==> src/rtl/pulse_gen_pkg.sv <==
// Shared types and helpers for the pulse frame generator: FSM states, pulse shape,
// saturating add and LFSR step.
package pulse_gen_pkg;

  typedef enum logic [2:0] {
    StIdle,
    StClear,
    StSeed,
    StRd,
    StWait,
    StWr,
    StDone
  } state_e;

  // Sample k of the decaying pulse shape.
  function automatic logic [63:0] pulse_sample(input logic [63:0] peak, input int unsigned k);
    return peak >> k;
  endfunction

  // Add clamped to the largest value representable in w bits.
  function automatic logic [63:0] sat_add(input logic [63:0] a, input logic [63:0] b,
                                          input int unsigned w);
    logic [64:0] sum;
    logic [64:0] lim;
    sum = {1'b0, a} + {1'b0, b};
    lim = (65'd1 << w) - 65'd1;
    return (sum > lim) ? lim[63:0] : sum[63:0];
  endfunction

  // Fibonacci step: shift left, feedback is parity of the tapped bits.
  function automatic logic [63:0] lfsr_next(input logic [63:0] v, input logic [63:0] taps,
                                            input int unsigned w);
    logic [63:0] n;
    n = {v[62:0], ^(v & taps)};
    if (w < 64) begin
      n = n & ((64'd1 << w) - 64'd1);
    end
    return n;
  endfunction

endpackage

==> src/rtl/lfsr_gen.sv <==
// Reloadable Fibonacci LFSR; a zero seed is replaced by 1 so the register never locks up.
module lfsr_gen
  import pulse_gen_pkg::*;
#(
  parameter int unsigned         LFSR_W    = 10,
  parameter logic [LFSR_W-1:0]   LFSR_TAPS = 'h240,
  parameter logic [LFSR_W-1:0]   LFSR_SEED = 'h2AA
) (
  input  logic              clk,
  input  logic              rst,
  input  logic              load,
  input  logic              step,
  output logic [LFSR_W-1:0] value
);

  localparam logic [LFSR_W-1:0] SeedFix = (LFSR_SEED == '0) ? LFSR_W'(1) : LFSR_SEED;

  logic [LFSR_W-1:0] value_d, value_q;

  always_comb begin
    value_d = value_q;
    if (load) begin
      value_d = SeedFix;
    end else if (step) begin
      value_d = LFSR_W'(lfsr_next(64'(value_q), 64'(LFSR_TAPS), LFSR_W));
    end
  end

  always_ff @(posedge clk or posedge rst) begin
    if (rst) begin
      value_q <= SeedFix;
    end else begin
      value_q <= value_d;
    end
  end

  assign value = value_q;

endmodule

==> src/rtl/pulse_frame_gen.sv <==
// Per-frame BRAM histogram builder: clear, then write cps decaying pulses at LFSR-random
// word addresses, optionally accumulating via read-modify-write.
module pulse_frame_gen
  import pulse_gen_pkg::*;
#(
  parameter int unsigned       CNT_W     = 32,
  parameter int unsigned       DEPTH     = 1024,
  parameter int unsigned       DATA_W    = 32,
  parameter int unsigned       PULSE_LEN = 11,
  parameter int unsigned       PEAK      = 1024,
  parameter bit                ACCUM     = 1'b1,
  parameter int unsigned       RD_LAT    = 1,
  parameter int unsigned       LFSR_W    = 10,
  parameter logic [LFSR_W-1:0] LFSR_TAPS = 'h240,
  parameter logic [LFSR_W-1:0] LFSR_SEED = 'h2AA,
  localparam int unsigned      AW        = $clog2(DEPTH)
) (
  input  logic              clk,
  input  logic              rst,
  input  logic [CNT_W-1:0]  cps,
  output logic              bram_en,
  output logic              bram_we,
  output logic [AW+1:0]     bram_addr,
  output logic [DATA_W-1:0] bram_wdata,
  input  logic [DATA_W-1:0] bram_rdata,
  output logic              busy,
  output logic              done,
  output logic [CNT_W-1:0]  event_cnt
);

  localparam int unsigned KW = (PULSE_LEN > 1) ? $clog2(PULSE_LEN) : 1;
  localparam int unsigned WW = (RD_LAT > 2) ? $clog2(RD_LAT - 1) : 1;

  state_e            state_d, state_q;
  logic [CNT_W-1:0]  prev_cps_d, prev_cps_q;
  logic [CNT_W-1:0]  event_cnt_d, event_cnt_q;
  logic [KW-1:0]     k_d, k_q;
  logic [AW-1:0]     base_d, base_q;
  logic [AW-1:0]     clr_d, clr_q;
  logic [WW-1:0]     wait_d, wait_q;
  logic              lfsr_load, lfsr_step, start;
  logic [LFSR_W-1:0] lfsr_val;
  logic [AW-1:0]     word;
  logic [DATA_W-1:0] sample;
  logic              unused_lfsr;

  lfsr_gen #(
    .LFSR_W   (LFSR_W),
    .LFSR_TAPS(LFSR_TAPS),
    .LFSR_SEED(LFSR_SEED)
  ) u_lfsr (
    .clk  (clk),
    .rst  (rst),
    .load (lfsr_load),
    .step (lfsr_step),
    .value(lfsr_val)
  );

  assign unused_lfsr = ^lfsr_val;
  // Word index wraps modulo DEPTH through natural AW-bit truncation.
  assign word   = base_q + AW'(k_q);
  assign sample = DATA_W'(pulse_sample(64'(PEAK), 32'(k_q)));

  always_comb begin
    state_d     = state_q;
    prev_cps_d  = prev_cps_q;
    event_cnt_d = event_cnt_q;
    k_d         = k_q;
    base_d      = base_q;
    clr_d       = clr_q;
    wait_d      = wait_q;
    lfsr_load   = 1'b0;
    lfsr_step   = 1'b0;
    start       = 1'b0;
    bram_en     = 1'b0;
    bram_we     = 1'b0;
    bram_addr   = '0;
    bram_wdata  = '0;

    // cps changes take priority over any work in progress, abandoning a partial event.
    if (state_q == StIdle) begin
      start = (cps != '0);
    end else if (cps == '0) begin
      state_d     = StIdle;
      event_cnt_d = '0;
    end else if (cps != prev_cps_q) begin
      start = 1'b1;
    end else begin
      unique case (state_q)
        StClear: begin
          bram_en   = 1'b1;
          bram_we   = 1'b1;
          bram_addr = {clr_q, 2'b00};
          clr_d     = clr_q + AW'(1);
          if (clr_q == AW'(DEPTH - 1)) state_d = StSeed;
        end
        StSeed: begin
          if (event_cnt_q == prev_cps_q) begin
            state_d = StDone;
          end else begin
            base_d    = lfsr_val[AW-1:0];
            lfsr_step = 1'b1;
            k_d       = '0;
            state_d   = ACCUM ? StRd : StWr;
          end
        end
        StRd: begin
          bram_en   = 1'b1;
          bram_addr = {word, 2'b00};
          wait_d    = '0;
          state_d   = (RD_LAT > 1) ? StWait : StWr;
        end
        StWait: begin
          if (wait_q == WW'(RD_LAT - 2)) state_d = StWr;
          else wait_d = wait_q + WW'(1);
        end
        StWr: begin
          bram_en    = 1'b1;
          bram_we    = 1'b1;
          bram_addr  = {word, 2'b00};
          bram_wdata = ACCUM ? DATA_W'(sat_add(64'(bram_rdata), 64'(sample), DATA_W)) : sample;
          if (k_q == KW'(PULSE_LEN - 1)) begin
            event_cnt_d = event_cnt_q + CNT_W'(1);
            state_d     = StSeed;
          end else begin
            k_d     = k_q + KW'(1);
            state_d = ACCUM ? StRd : StWr;
          end
        end
        StDone: ;
        default: state_d = StIdle;
      endcase
    end

    if (start) begin
      state_d     = StClear;
      prev_cps_d  = cps;
      event_cnt_d = '0;
      clr_d       = '0;
      lfsr_load   = 1'b1;
    end
  end

  always_ff @(posedge clk or posedge rst) begin
    if (rst) begin
      state_q     <= StIdle;
      prev_cps_q  <= '0;
      event_cnt_q <= '0;
      k_q         <= '0;
      base_q      <= '0;
      clr_q       <= '0;
      wait_q      <= '0;
    end else begin
      state_q     <= state_d;
      prev_cps_q  <= prev_cps_d;
      event_cnt_q <= event_cnt_d;
      k_q         <= k_d;
      base_q      <= base_d;
      clr_q       <= clr_d;
      wait_q      <= wait_d;
    end
  end

  assign busy      = (state_q == StClear) || (state_q == StSeed) || (state_q == StRd) ||
                     (state_q == StWait) || (state_q == StWr);
  assign done      = (state_q == StDone);
  assign event_cnt = event_cnt_q;

endmodule
==> config.mk <==
export PLATFORM = sky130hd
export DESIGN_NAME = pulse_frame_gen
export DESIGN_NICKNAME = d
export VERILOG_FILES = /design/src/rtl/pulse_gen_pkg.sv /design/src/rtl/lfsr_gen.sv /design/src/rtl/pulse_frame_gen.sv
export SDC_FILE = /design/constraint.sdc
export NUM_CORES = 1
export LEC_CHECK = 0
export ABC_CLOCK_PERIOD_IN_PS = 7200
export CORE_MARGIN = 3
export CORE_UTILIZATION = 53
export CTS_CLUSTER_DIAMETER = 150
export DETAILED_ROUTE_END_ITERATION = 12
export HOLD_SLACK_MARGIN = 0.08
export PLACE_DENSITY = 0.83
export SYNTH_ARGS = -nofsm -noshare
export SYNTH_HDL_FRONTEND = slang
export SYNTH_SLANG_ARGS = --single-unit
==> constraint.sdc <==
create_clock -name clk -period 7.2 [get_ports clk]
set_clock_uncertainty 0.2 [all_clocks]
set_input_delay 2.16 -clock clk [delete_from_list [all_inputs] [get_ports clk]]
set_output_delay 2.16 -clock clk [all_outputs]
set_load 0.01 [all_outputs]
==> flow_metrics.py, run 1 <==
metrics = {
    "timing": {
        "slew-limit-headroom_pct": 20.1,
        "finalMaxSlewViolations": 0,
        "tns_ps": 0,
        "setup-violations-final": 0,
        "worst_pin_slew_ps": 1200,
        "fmax_mhz": 141,
        "hold_violations": 0,
        "post-route-period-util_pct": 98.8,
        "worst_slack_ps": 88.2,
        "rsz0062_at_grt": "true",
        "period_needed_ps": 7110,
    },
    "finish": {
        "n_antenna_cell": 0,
        "nets": 1040,
        "final_core_util_pct": 73.0,
        "layout-drive-gt1-share_pct": 19.1,
        "area_growth_syn_to_layout_pct": 32.3,
        "instances_no_fill": 1126,
    },
    "power": {
        "p_clk_share_pct": 38.8,
        "p_total_uw": 1170,
        "irDropWorstVdd_mv": 0.101,
        "switching_share_pct": 24.4,
        "power_frac_seq_pct": 50.8,
        "power_density_nw_per_um2": 125,
        "power.switching_uw": 285,
        "cellInternalPower_uw": 885,
        "p_leak_uw": 0.00388,
        "combinationalPowerShare_pct": 10.4,
    },
    "die": {
        "core_sq_um": 12800,
        "rows": 41,
        "io_pins": 146,
        "dieHeight_um": 122,
        "fp.dieW_um": 122,
        "start_util_pct": 55.2,
        "dieArea_sq_um": 14800,
    },
    "clock_tree": {
        "h-tree-depth": 3,
        "clk_path_buf_depth": 2,
        "hold_buffers": 0,
        "cts_root_buf": "clkbuf_16",
        "clk_pin_slew_ps": 60,
        "cts_num_sinks": 102,
        "cts_buffers": 9,
        "clk_latency_ps": 350,
        "cts_tree": "yes",
    },
    "logic_synthesis": {
        "synth_cells": 761,
        "synth-async-reset-ratio_pct": 100,
        "ys_seq_elements": 102,
        "synth_edf_count": 0,
        "avgSynthCellArea_sq_um": 9.30,
        "synth_area_sq_um": 7080,
        "seq_area_frac_synth_pct": 36.2,
        "synthFlopType": "dfrtp_1",
        "synth.distinct_cells": 67,
        "yosysWarnings": 0,
    },
    "outcome": {
        "status": "finished, final reports clean",
    },
    "worst_setup_path": {
        "critPathMaxStageDelay_ps": 470,
        "cp_num_buf_inv": 5,
        "cp-end-kind": "primary output",
        "crit_chain": "clkdlybuf4s50_1 > ha_2 > inv_1 > fa_2 > nand2b_4 > a2111oi_4 > buf_4 > or2_2 > o311ai_4 > buf_6 > a311oi_2 > buf_2",
        "setup.worst_path.start": "bram_rdata[0]",
        "r2r-start": "prev_cps_q[15]$_DFFE_PP0P_",
        "cp_slowest_cell": "clkdlybuf4s50_1",
        "path_max_fanout": 6,
        "critical_path.top_delay_family": "buffers and inverters",
        "arrival_ps": 4750,
        "r2r_setup_slack_ps": 3610,
        "critPathRequiredTime_ps": 4840,
        "cp-start-kind": "primary input",
        "rr_endpoint": "event_cnt[23]$_DFFE_PP0P_",
        "path_class": "primary input to primary output",
        "reg2reg_depth": 9,
    },
    "global_route": {
        "antenna_found_initial": 0,
        "grt_max_degree": 69,
        "grt_pass1_wl_um": 32000,
        "grtUsageTotal_pct": 26.9,
        "grt_pass1_vias": 6311,
        "grt_overflow_total": 0,
    },
    "placement": {
        "place_congestion": 0.895,
        "dp_cells": 1102,
        "dpl_worst_slack_ps": -600,
        "dp_hpwl_um": 14800,
        "portBuffers": 143,
    },
    "drt": {
        "drc": 0,
        "drtAntennaViolNets": 0,
        "dr.pass1.iters": 4,
        "drtIter0Drc": 379,
        "detail_route.wl_per_cell_um": 17.6,
        "via_per_inst": 5.81,
        "vias": 6539,
        "routed_wl_um": 19800,
    },
    "min_path": {
        "hold_class": "flip-flop to flip-flop",
        "hold_end": "base_q[0]$_DFFE_PP0P_",
        "hp-start": "u_lfsr.value[0]$_DFFE_PP0P_",
        "hold_depth": 1,
    },
    "flow_run": {
        "maxCapViolCount": 0,
    },
}
-- final cells by class --
cell class / count / area (sq um)
sequential: 102 / 2560
clock buffer: 9 / 225
inverter: 27 / 104
fill: 959 / 3470
timing repair buffer: 206 / 1820
multi-input combinational: 603 / 4390
clock inverter: 7 / 50.0
tap: 172 / 215
-- synthesized netlist by cell type, types with 3 or more instances --
library cell,count,share of area (%)
a31oi_1,4,0.35
inv_1,27,1.4
or3_1,3,0.27
nor2_1,82,4.4
nand3_1,21,1.5
dfstp_2,5,1.9
clkbuf_1,11,0.58
buf_4,4,0.42
buf_2,13,0.92
a22oi_1,8,0.85
nor2b_1,10,0.88
a21oi_1,43,3.0
o31ai_1,4,0.42
a211oi_1,10,1.1
mux2i_1,7,0.99
mux2_2,42,6.7
ha_1,23,4.1
o21ai_0,19,1.3
xor2_1,71,8.8
a21oi_2,3,0.37
and2_1,6,0.53
a21o_1,3,0.32
and3_1,15,1.3
dfrtp_1,97,34
nor3_1,8,0.57
nor4_1,19,1.7
nand2b_1,6,0.53
nor3b_1,3,0.32
and4_1,8,0.99
nand2_1,44,2.3
a211o_1,6,0.74
nand3b_1,6,0.64
nor2_2,3,0.27
nand4_1,26,2.3
xnor2_1,57,7.1
-- layout by cell type (no fill, tap or decap), types with 3 or more instances in the layout --
cell type        count
and2_1               6
o21ai_0             17
nor2b_1             10
clkdlybuf4s50_1    106
mux2i_1              7
dlygate4sd2_1        7
or3_1                3
mux2_2              42
a22oi_1              8
nor4_1              18
xnor2_1             57
nand2_1             44
a31oi_1              4
dfstp_2              5
clkinv_2             3
clkbuf_16            9
o31ai_1              4
nand3b_1             6
nor3_1               7
and3_1              15
a21oi_1             43
dlymetal6s2s_1       5
inv_1               26
dfrtp_1             97
buf_4               56
clkbuf_2            19
nand4_1             26
a211o_1              6
nor2_2               5
buf_6                6
a21o_1               3
nand3_1             20
a211oi_1             8
buf_2                6
nand2b_1             5
and4_1               8
nor2_1              80
ha_1                22
xor2_1              71
-- kinds of logic after synthesis --
family	share of synthesized area, %
other	0.0530
XOR/XNOR	15.8
AO/OA/AOI/OAI	12.6
adder cells (fa/ha/maj)	4.63
flip-flops	36.2
buffers and inverters	3.47
AND/OR/NAND/NOR	19.6
multiplexers	7.67
-- worst max path at each step --
| stage | slack, ps | cells after the start | to |
|---|---|---|---|
| 6_report | 90 | 12 | bram_wdata[27] |
| 5_1_grt | -6 | 14 | bram_wdata[24] |
| 4_1_cts | 1 | 13 | bram_wdata[4] |
| 3_5_place_dp | -600 | 13 | bram_wdata[20] |
| 3_3_place_gp | -560 | 13 | bram_wdata[20] |
| 2_1_floorplan | 440 | 9 | bram_wdata[27] |
-- power groups by stage --
stage	clock network (uW)	registers (uW)	logic (uW)
2_1_floorplan	0	601	52.1
3_3_place_gp	0	604	117
3_5_place_dp	0	604	119
4_1_cts	461	594	121
5_1_grt	485	595	132
6_report	454	594	122
-- what timing repair did --
| item | 4_1_cts | 5_1_grt |
|---|---|---|
| resized for setup | 65 | 57 |
| pin swaps | 2 | 7 |
| cloned | 2 | 0 |
| endpoints found under the setup margin | 44 | 44 |
| buffers inserted | 4 | 2 |
-- per-stage QoR --
stage / hold slack, ps / cell area, sq um
finish: 313 / 9360
global route: 335 / 9360
CTS: 314 / 9380
detailed placement: 299 / 9030
global placement: 286 / 9030
floorplan: 280 / 7080
-- per-layer routing --
metal	routed length [um]	part of all wire, %	global-route usage, %	vias up
li1	-	-	-	3091
met1	8590	43	36.2	3184
met2	9600	48	44.9	233
met3	1260	6.4	4.83	31
met4	365	1.8	7.49	0
met5	0	0	0	-
-- worst reg2reg max path, stage by stage (launching register included) --
cell	delay [ps]
dfrtp_1	410
xor2_1	170
nor4_2	390
buf_4	180
nand4_1	150
buf_4	200
nor4_4	790
nor2_2	470
a211o_1	410
o311ai_1	110
-- registers in the layout, indices dropped and copies added, names as in the netlist --
signal / flops
event_cnt: 32
wait_q: 1
u_lfsr.value: 10
base_q: 10
k_q: 4
clr_q: 10
state_q: 3
prev_cps_q: 32
Power figures use the tool's default switching activity.
==> run 2, diff against run 1 <==
ABC_CLOCK_PERIOD_IN_PS = not set   (was 7200)
==> results of run 2 <==
The final DEF is identical to that of run 1; final timing and power are the same.
==> run 3, diff against run 2 <==
SKIP_CTS_REPAIR_TIMING = 1   (was not set)
==> run 3 against run 2 <==
  * Cell area rose by 2.8%
  * Core utilization is 2.0 points higher
  * First-iteration DRC count down 2.1%
  * Die area unchanged
  * Sequential power barely moved
  * Hold slack got worse by 3.5 ps
  * Fmax barely moved
  * Routed wire length grew 2.2%
  * Final cell count grew 0.62%
  * Combinational power is essentially flat
  * Non-clock buffer count increased by 7
  * Setup slack better by 5.4 ps
  * Critical endpoint is now bram_wdata[20]
  * Largest cell class unchanged
==> flow_metrics.py, run 3 (synthesis gave the netlist of run 1 again) <==
metrics = {
    "finish": {
        "nets": 1047,
        "fillers": 907,
        "multi_input_area_sq_um": 4390,
        "layout.area.seq_sq_um": 2560,
        "n_antenna_cell": 0,
        "final_common_cell": "clkdlybuf4s50_1",
        "final_core_util_pct": 75.0,
        "layout-drive-gt1-share_pct": 17.7,
        "area_growth_syn_to_layout_pct": 35.9,
        "final_cell_mix": "102 x clkdlybuf4s50_1, 97 x dfrtp_1, 79 x nor2_1",
    },
    "timing": {
        "hold_violations": 0,
        "setup-violations-final": 0,
        "slew-limit-headroom_pct": 20.8,
        "worst_pin_slew_ps": 1190,
        "finalMaxSlewViolations": 0,
        "rsz0062_at_grt": "false",
        "period_needed_ps": 7110,
        "fmax_mhz": 141,
        "post-route-period-util_pct": 98.7,
        "timing.hold.ws_ps": 310,
    },
    "drt": {
        "drtIter0Drc": 371,
        "detail_route.wl_per_cell_um": 17.9,
        "dr.pass1.iters": 5,
        "drc": 0,
        "routed_wl_um": 20200,
        "via_per_inst": 5.82,
        "drtAntennaViolNets": 0,
        "vias": 6596,
    },
    "worst_setup_path": {
        "cp_num_buf_inv": 6,
        "path_max_fanout": 5,
        "arrival_ps": 4750,
        "cp-start-kind": "primary input",
        "crit_top_cell": "buf_4",
        "cp_slowest_cell": "clkdlybuf4s50_1",
        "path_class": "primary input to primary output",
        "critPathMaxStageDelay_ps": 480,
        "critical_path.top_delay_family": "buffers and inverters",
        "critPathRequiredTime_ps": 4840,
        "setup.worst_path.start": "bram_rdata[1]",
        "r2r-start": "prev_cps_q[14]$_DFFE_PP0P_",
        "cp-end-kind": "primary output",
        "crit_chain": "clkdlybuf4s50_1 > inv_1 > fa_2 > nand2b_4 > a2111oi_4 > buf_4 > or2_4 > o311ai_4 > buf_4 > buf_4 > a211oi_2 > dlymetal6s2s_1",
    },
    "clock_tree": {
        "clk_pin_slew_ps": 60,
        "cts_buffers": 9,
        "clk_latency_ps": 350,
        "clk_path_buf_depth": 2,
        "h-tree-depth": 3,
        "cts_tree": "yes",
        "cts_num_sinks": 102,
        "cts_root_buf": "clkbuf_16",
    },
    "power": {
        "irDropWorstVdd_mv": 0.101,
        "power_density_nw_per_um2": 122,
        "p_leak_uw": 0.00444,
        "p_total_uw": 1170,
    },
    "die": {
        "start_util_pct": 55.2,
        "dieHeight_um": 122,
        "dieArea_sq_um": 14800,
        "rows": 41,
        "core_sq_um": 12800,
        "io_pins": 146,
        "fp.dieW_um": 122,
    },
    "placement": {
        "portBuffers": 143,
        "place_congestion": 0.895,
        "dp_hpwl_um": 14800,
    },
    "outcome": {
        "status": "finished, final reports clean",
    },
    "global_route": {
        "grt_pass1_wl_um": 31500,
        "grt_max_degree": 69,
        "antenna_found_initial": 0,
        "grt_overflow_total": 0,
        "grtUsageTotal_pct": 26.5,
        "grt_pass1_vias": 6183,
    },
    "min_path": {
        "hold_class": "flip-flop to flip-flop",
        "hp-start": "u_lfsr.value[0]$_DFFE_PP0P_",
    },
    "flow_run": {
        "maxCapViolCount": 0,
    },
}
-- run 3: changes by cell type in the layout (fill, tap and decap cells not counted), sizes merged --
cell / delta
clkbuf: -16
clkdlybuf4s50: -4
dlymetal6s2s: +32
dlygate4sd2: -7
buf: +2
-- run 3: path summary, 6_finish.rpt --
kind	slack, ps	to	cells after the start
min in group asynchronous	2130	event_cnt[12]$_DFFE_PP0P_	2
max reg2reg	3630	event_cnt[23]$_DFFE_PP0P_	9
max	90	bram_wdata[20]	12
min reg2reg	310	base_q[0]$_DFFE_PP0P_	1
max in group asynchronous	3680	event_cnt[28]$_DFFE_PP0P_	3
min	310	base_q[0]$_DFFE_PP0P_	1
-- run 3: layer usage --
layer	vias up	global-route usage (%)	share of wire [%]
li1	3104	-	-
met1	3212	36.2	43
met2	249	44.1	49
met3	31	4.60	6.6
met4	0	6.58	1.5
met5	-	0	0
-- run 3: final cells by class --
cell class	count	share of cell area (%)
sequential	102	26.6
tap	172	2.24
clock buffer	9	2.34
multi-input combinational	603	45.6
inverter	27	1.08
clock inverter	7	0.520
timing repair buffer	213	21.6
-- run 3: where the power goes --
group          internal, uW  total [uW]  leakage (uW)  switching, uW
logic                  67.2         122       0.00300           55.2
registers               582         594       0.00131           11.9
clock network           235         452      0.000133            217
total                   885        1170       0.00444            284
-- run 3: through the flow --
step | setup TNS (ps) | worst slack, ps | std cells | area [sq um]
finish | 0 | 93.6 | 1133 | 9620
CTS | -14930 | -623 | 1118 | 9300
detailed placement | -13960 | -600 | 1102 | 9030
global placement | -12040 | -562 | 1102 | 9030
floorplan | 0 | 437 | 762 | 7080
global route | 0 | 1.35 | 1133 | 9620
